--- config.mk ---
export PLATFORM = sky130hd
export DESIGN_NAME = piece_bag
export DESIGN_NICKNAME = d
export VERILOG_FILES = /design/src/rtl/piece_bag_pkg.sv /design/src/rtl/piece_queue.sv /design/src/rtl/piece_bag.sv
export SDC_FILE = /design/constraint.sdc
export NUM_CORES = 1
export LEC_CHECK = 0
export CORE_AREA = 2 2 62 64
export DETAILED_ROUTE_END_ITERATION = 8
export DIE_AREA = 0 0 64 66
export PLACE_DENSITY_LB_ADDON = 0.05
export SYNTH_ARGS = -nofsm -noshare
export SYNTH_HDL_FRONTEND = slang
export SYNTH_SLANG_ARGS = --single-unit
--- constraint.sdc ---
create_clock -name clk -period 2.55 [get_ports clk]
set_input_delay 0.3825 -clock clk [delete_from_list [all_inputs] [get_ports clk]]
set_output_delay 0.3825 -clock clk [all_outputs]
set_load 0.03 [all_outputs]
--- src/rtl/piece_bag_pkg.sv ---
// piece_bag shared types: piece IDs, full-bag mask, FSM encoding.
// Used by piece_bag and piece_queue.
package piece_bag_pkg;

  localparam logic [2:0] PIECE_I = 3'd0;
  localparam logic [2:0] PIECE_O = 3'd1;
  localparam logic [2:0] PIECE_T = 3'd2;
  localparam logic [2:0] PIECE_S = 3'd3;
  localparam logic [2:0] PIECE_Z = 3'd4;
  localparam logic [2:0] PIECE_J = 3'd5;
  localparam logic [2:0] PIECE_L = 3'd6;

  localparam logic [6:0] BAG_FULL = 7'h7F;

  typedef enum logic [1:0] {
    IDLE = 2'd0,
    FILL = 2'd1,
    FULL = 2'd2
  } state_e;

  function automatic logic [2:0] lowest_set(
    input logic [6:0] m
  );
    logic [2:0] r;
    priority casez (m)
      7'b??????1: r = PIECE_I;
      7'b?????10: r = PIECE_O;
      7'b????100: r = PIECE_T;
      7'b???1000: r = PIECE_S;
      7'b??10000: r = PIECE_Z;
      7'b?100000: r = PIECE_J;
      7'b1000000: r = PIECE_L;
      default:    r = PIECE_I;
    endcase
    return r;
  endfunction

endpackage

--- src/rtl/piece_queue.sv ---
// Shift-register preview FIFO of 3-bit piece IDs.
// Head at entry 0; a pop with push lands the new entry at count-1.
module piece_queue #(
  parameter int DEPTH = 3
) (
  input  logic               clk,
  input  logic               rst,
  input  logic               push_i,
  input  logic               pop_i,
  input  logic [2:0]         din_i,
  output logic [2:0]         count_o,
  output logic [2:0]         count_nx_o,
  output logic [3*DEPTH-1:0] data_o
);

  localparam logic [2:0] DEPTH_C = 3'(DEPTH);

  logic [2:0] ent_q [DEPTH];
  logic [2:0] ent_d [DEPTH];
  logic [2:0] cnt_q;
  logic [2:0] cnt_d;
  logic [2:0] pos;
  logic       do_pop;
  logic       do_push;

  always_comb begin
    do_pop  = pop_i && (cnt_q != 3'd0);
    do_push = push_i && ((cnt_q < DEPTH_C) || do_pop);
    pos     = cnt_q - {2'b0, do_pop};
    for (int k = 0; k < DEPTH; k++) ent_d[k] = ent_q[k];
    if (do_pop) begin
      for (int k = 0; k < DEPTH - 1; k++) ent_d[k] = ent_q[k+1];
      ent_d[DEPTH-1] = '0;
    end
    if (do_push) begin
      for (int k = 0; k < DEPTH; k++)
        if (pos == 3'(k)) ent_d[k] = din_i;
    end
    cnt_d = cnt_q + {2'b0, do_push} - {2'b0, do_pop};
  end

  always_ff @(posedge clk or posedge rst) begin
    if (rst) begin
      cnt_q <= '0;
      for (int k = 0; k < DEPTH; k++) ent_q[k] <= '0;
    end else begin
      cnt_q <= cnt_d;
      for (int k = 0; k < DEPTH; k++) ent_q[k] <= ent_d[k];
    end
  end

  for (genvar k = 0; k < DEPTH; k++) begin : g_out
    assign data_o[3*k +: 3] = ent_q[k];
  end

  assign count_o    = cnt_q;
  assign count_nx_o = cnt_d;

endmodule

--- src/rtl/piece_bag.sv ---
// 7-bag tetromino generator fed by an LFSR, with preview queue.
// Optional PIECE_BAG_STATS_EN adds bag_count and reject_total.
module piece_bag
  import piece_bag_pkg::*;
#(
  parameter int NEXT_DEPTH = 3,
  parameter int MAX_REJECT = 15,
  parameter int RND_W      = 13
) (
  input  logic                    clk,
  input  logic                    rst,
  input  logic [RND_W-1:0]        rnd,
  output logic                    rnd_en,
  input  logic                    take,
  output logic [2:0]              piece,
  output logic                    piece_valid,
  output logic [3*NEXT_DEPTH-1:0] preview,
  output logic [2:0]              q_count
`ifdef PIECE_BAG_STATS_EN
  ,
  output logic [7:0]              bag_count,
  output logic [15:0]             reject_total
`endif
);

  localparam int RW = $clog2(MAX_REJECT + 1);
  localparam logic [RW-1:0] REJ_MAX = RW'(MAX_REJECT);
  localparam logic [2:0] DEPTH_C = 3'(NEXT_DEPTH);

  state_e        state_q;
  logic          rnd_en_q;
  logic [6:0]    mask_q, mask_d;
  logic [RW-1:0] rej_q, rej_d;
  logic [7:0]    mask8;
  logic [6:0]    cleared;
  logic [2:0]    idx, pid, cnt_nx;
  logic          fill, accept, fallback, push, reload;
  logic          unused_rnd;

  assign unused_rnd = ^{rnd[RND_W-1:11], rnd[7:3]};

  always_comb begin
    idx      = rnd[2:0] ^ rnd[10:8];
    mask8    = {1'b0, mask_q};
    fill     = (state_q == FILL);
    accept   = mask8[idx];
    fallback = (rej_q == REJ_MAX);
    push     = fill && (fallback || accept);
    pid      = fallback ? lowest_set(mask_q) : idx;
    cleared  = mask_q & ~(7'b1 << pid);
    reload   = push && (cleared == 7'b0);
    mask_d   = mask_q;
    rej_d    = rej_q;
    if (push) begin
      mask_d = reload ? BAG_FULL : cleared;
      rej_d  = '0;
    end else if (fill) begin
      rej_d  = rej_q + 1'b1;
    end
  end

  always_ff @(posedge clk or posedge rst) begin
    if (rst) begin
      state_q  <= IDLE;
      rnd_en_q <= 1'b0;
      mask_q   <= BAG_FULL;
      rej_q    <= '0;
    end else begin
      mask_q <= mask_d;
      rej_q  <= rej_d;
      unique case (state_q)
        IDLE: begin
          state_q  <= FILL;
          rnd_en_q <= 1'b1;
        end
        FILL, FULL: begin
          if (cnt_nx == DEPTH_C) begin
            state_q  <= FULL;
            rnd_en_q <= 1'b0;
          end else begin
            state_q  <= FILL;
            rnd_en_q <= 1'b1;
          end
        end
        default: begin
          state_q  <= IDLE;
          rnd_en_q <= 1'b0;
        end
      endcase
    end
  end

  piece_queue #(
    .DEPTH (NEXT_DEPTH)
  ) u_queue (
    .clk        (clk),
    .rst        (rst),
    .push_i     (push),
    .pop_i      (take),
    .din_i      (pid),
    .count_o    (q_count),
    .count_nx_o (cnt_nx),
    .data_o     (preview)
  );

  assign rnd_en      = rnd_en_q;
  assign piece       = preview[2:0];
  assign piece_valid = (q_count != 3'd0);

`ifdef PIECE_BAG_STATS_EN
  logic [7:0]  bag_q;
  logic [15:0] rtot_q;

  always_ff @(posedge clk or posedge rst) begin
    if (rst) begin
      bag_q  <= '0;
      rtot_q <= '0;
    end else begin
      if (reload) bag_q <= bag_q + 8'd1;
      if (fill && !push && rtot_q != 16'hFFFF)
        rtot_q <= rtot_q + 16'd1;
    end
  end

  assign bag_count    = bag_q;
  assign reject_total = rtot_q;
`endif

endmodule

==> metrics.txt <==
Leakage=between 1 and 1.5 nW; fin crit share=approximately 100%; Yosys top cell area share=between 20 and 30%; DRT antenna net count=0; Layout area overhead=45.20%; predominant post-synthesis flop cell=dfrtp_1; routed vias=between 1000 and 1500; hold slack final=roughly 360 ps; initial antenna violation count=0; GRT Residual Overflow=0; Yosys cell types=43; DP Wirelength=between 2000 and 3000 um; fin util=between 60% and 70%; clock latency on the worst-skew pair=330 ps; Req. time, crit path=between 2000 and 3000 ps; yosys warns=0; initial core utilization=~45%; Final #Nets=~230; peak supply drop=~0.56 mV; DRT iter0 DRCs=64; crit start category=flop; drc violations=0; Num CTS Buffers=3; H-tree depth=1; layout cells sized above 1=36.89%; Final setup violation count=0; clk slew on worst S/H paths=140 ps; Slew Viols, Final=0; Total GRT Usage=between 10% and 20%; largest net degree at the start of global routing=16; WL/cell=15.07 um; Finished Cell Area=roughly 0.0023 mm2; port bufs=25; DP Worst Slack=-569.9 ps; status=completed; Final Total Pwr=between 2 and 3 mW; die footprint=0.004224 mm2; final non-filler cell total=around 250; Placed Cells=between 200 and 250; Post-DP Area=0.002092 mm2; CTS max path bufs=2; Fillers=about 250; CTS tree=done; R2R cell count=6; Clock Skew=around 2.6 ps; mapped cell area=between 0.0015 and 0.002 mm2; Core Region=0.003551 mm2; syn nets=between 150 and 200; power per cell area=between 1000 and 1500 mW/mm2; Syn Area/Cell=roughly 10 um2; Setup WS post-layout=~2.8 ps; vias in the first global route=~1300; FF-to-FF setup slack=roughly 2.8 ps; EDFF count, synth=0; Gate Count Post-Synth=between 150 and 200; CP Max Fanout=7; WL final=roughly 3800 um; # IOs=33; sequential share of the synthesized area=39.92%; kind of critical path=reg -> reg; Final Hold Fails=0; Max-Cap Viols=0; FFs w/ async S/R, synth=100.0%; n_diodes=0; Sink Count=25; clock root buffer=clkbuf_4; global-route wire length before repair=~6000 um; via/cell ratio=around 5.4; Worst R2R Start=mask_q[1]$_DFFE_PP1N_; WP data arrival=2800 ps; #FFs+latches synth=25; drt first pass iters=4; Max Clk Rate=392.6 MHz; Hold WC Path Type=in -> async; RR Endpoint=mask_q[2]$_DFFE_PP1N_; Crit. End Element=flop; final setup TNS=0 ps; area leader, netlist=dfrtp_1; die height=66 um; Slew Limit Headroom=between 40% and 50%; Worst Max-Slew Pin Slew=809.0 ps; FP Rows=22; DIE WIDTH=around 64 um; synth top area cells=dfrtp_1 28%, dfstp_2 12%, mux2i_1 11%, ha_1 7.1%, o31ai_1 7.1%; minimum clock period after layout=roughly 2500 ps; routability cong.=0.7840
[final cells by class]
class	instances	area, um2	area share (%)
Clock inverter	1	7.507	0.3254
Tap cell	48	60.06	2.603
Sequential cell	25	635.6	27.55
Clock buffer	3	22.52	0.9761
Multi-Input combinational cell	108	1055	45.72
Timing Repair Buffer	55	474.2	20.55
Inverter	14	52.55	2.278
[cell usage in the layout, fill, tap and decap left out, drive strengths merged, types with 2 or more instances in the layout]
master,count
nor4,3
dfrtp,18
or4,3
xor2,3
buf,30
dlymetal6s2s,2
ha,9
nor3,2
nand2,9
nand2b,3
inv,14
clkbuf,5
nor2,7
o31ai,15
nand3,4
a21oi,2
mux2i,18
dfstp,7
xnor2,4
and2,4
clkdlybuf4s50,21
[Yosys cell counts (all sizes together) (2+ instances only)]
master	number
dfrtp	18
mux2i	18
o31ai	15
inv	14
ha	9
nand2	9
dfstp	7
nor2	7
buf	5
and2	4
nand3	4
xnor2	4
nand2b	3
nor4	3
or4	3
xor2	3
a21oi	2
clkbuf	2
nor3	2
[worst max path at each step]
stage	from	cells past startpoint	slack, ps	end
after CTS	mask_q[1]$_DFFE_PP1N_	6	-20	mask_q[6]$_DFFE_PP1N_
after global placement	rnd[1]	12	-490	state_q[0]$_DFF_PP0_
after global routing	mask_q[6]$_DFFE_PP1N_	7	-90	mask_q[2]$_DFFE_PP1N_
final	mask_q[1]$_DFFE_PP1N_	6	3	mask_q[2]$_DFFE_PP1N_
after detailed placement	rnd[1]	12	-570	state_q[0]$_DFF_PP0_
after floorplan	rnd[1]	12	-70	state_q[0]$_DFF_PP0_
[logic make-up after synthesis]
family / after synthesis / share of synthesized area, %
xor gates and xnor gates: 7 / 3.858
muxes: 19 / 12.76
DFF: 25 / 39.92
buffers and inverters: 21 / 6.142
AOI/OAI and AO/OA: 28 / 13.62
adders and majority gates: 10 / 8.347
and+or+nand+nor: 44 / 15.36
[power by group]
| group | total (mW) | switching [mW] | internal, mW |
|---|---|---|---|
| clock | 0.190 | 0.129 | 0.0601 |
| combinational | 1.75 | 0.940 | 0.809 |
| sequential | 0.773 | 0.168 | 0.605 |
| total | 2.71 | 1.24 | 1.47 |
[worst max-delay path, stage by stage (launching register included)]
cell and delay [ps]:
dfstp_2 420, or4_1 530, or3_1 400, and2_4 190
o41a_1 440, o32a_4 260, o31ai_2 240
[state kept, by name, summed over array words and instances (netlist names)]
register / cells
u_queue.count_o: 3
rej_q: 4
state_q: 2
mask_q: 7
u_queue.data_o: 9
[per-layer routing]
metal  vias up  global-route usage, %  routed length [um]
met3         8                  2.215                 151
li1        665                      -                   -
met4         0                  5.707                  74
met1       658                  21.54                1639
met2        41                  32.81                1961
met5         -                      0                   0
[repair_timing]
| item | CTS | global route |
|---|---|---|
| hold buffers | 0 | 0 |
| gates resized for setup | 4 | 27 |
| pin swaps | 1 | 12 |
| setup buffers | 1 | 7 |
| setup endpoints to repair | 11 | 12 |
Note: power is estimated with default switching activity, not from simulation.
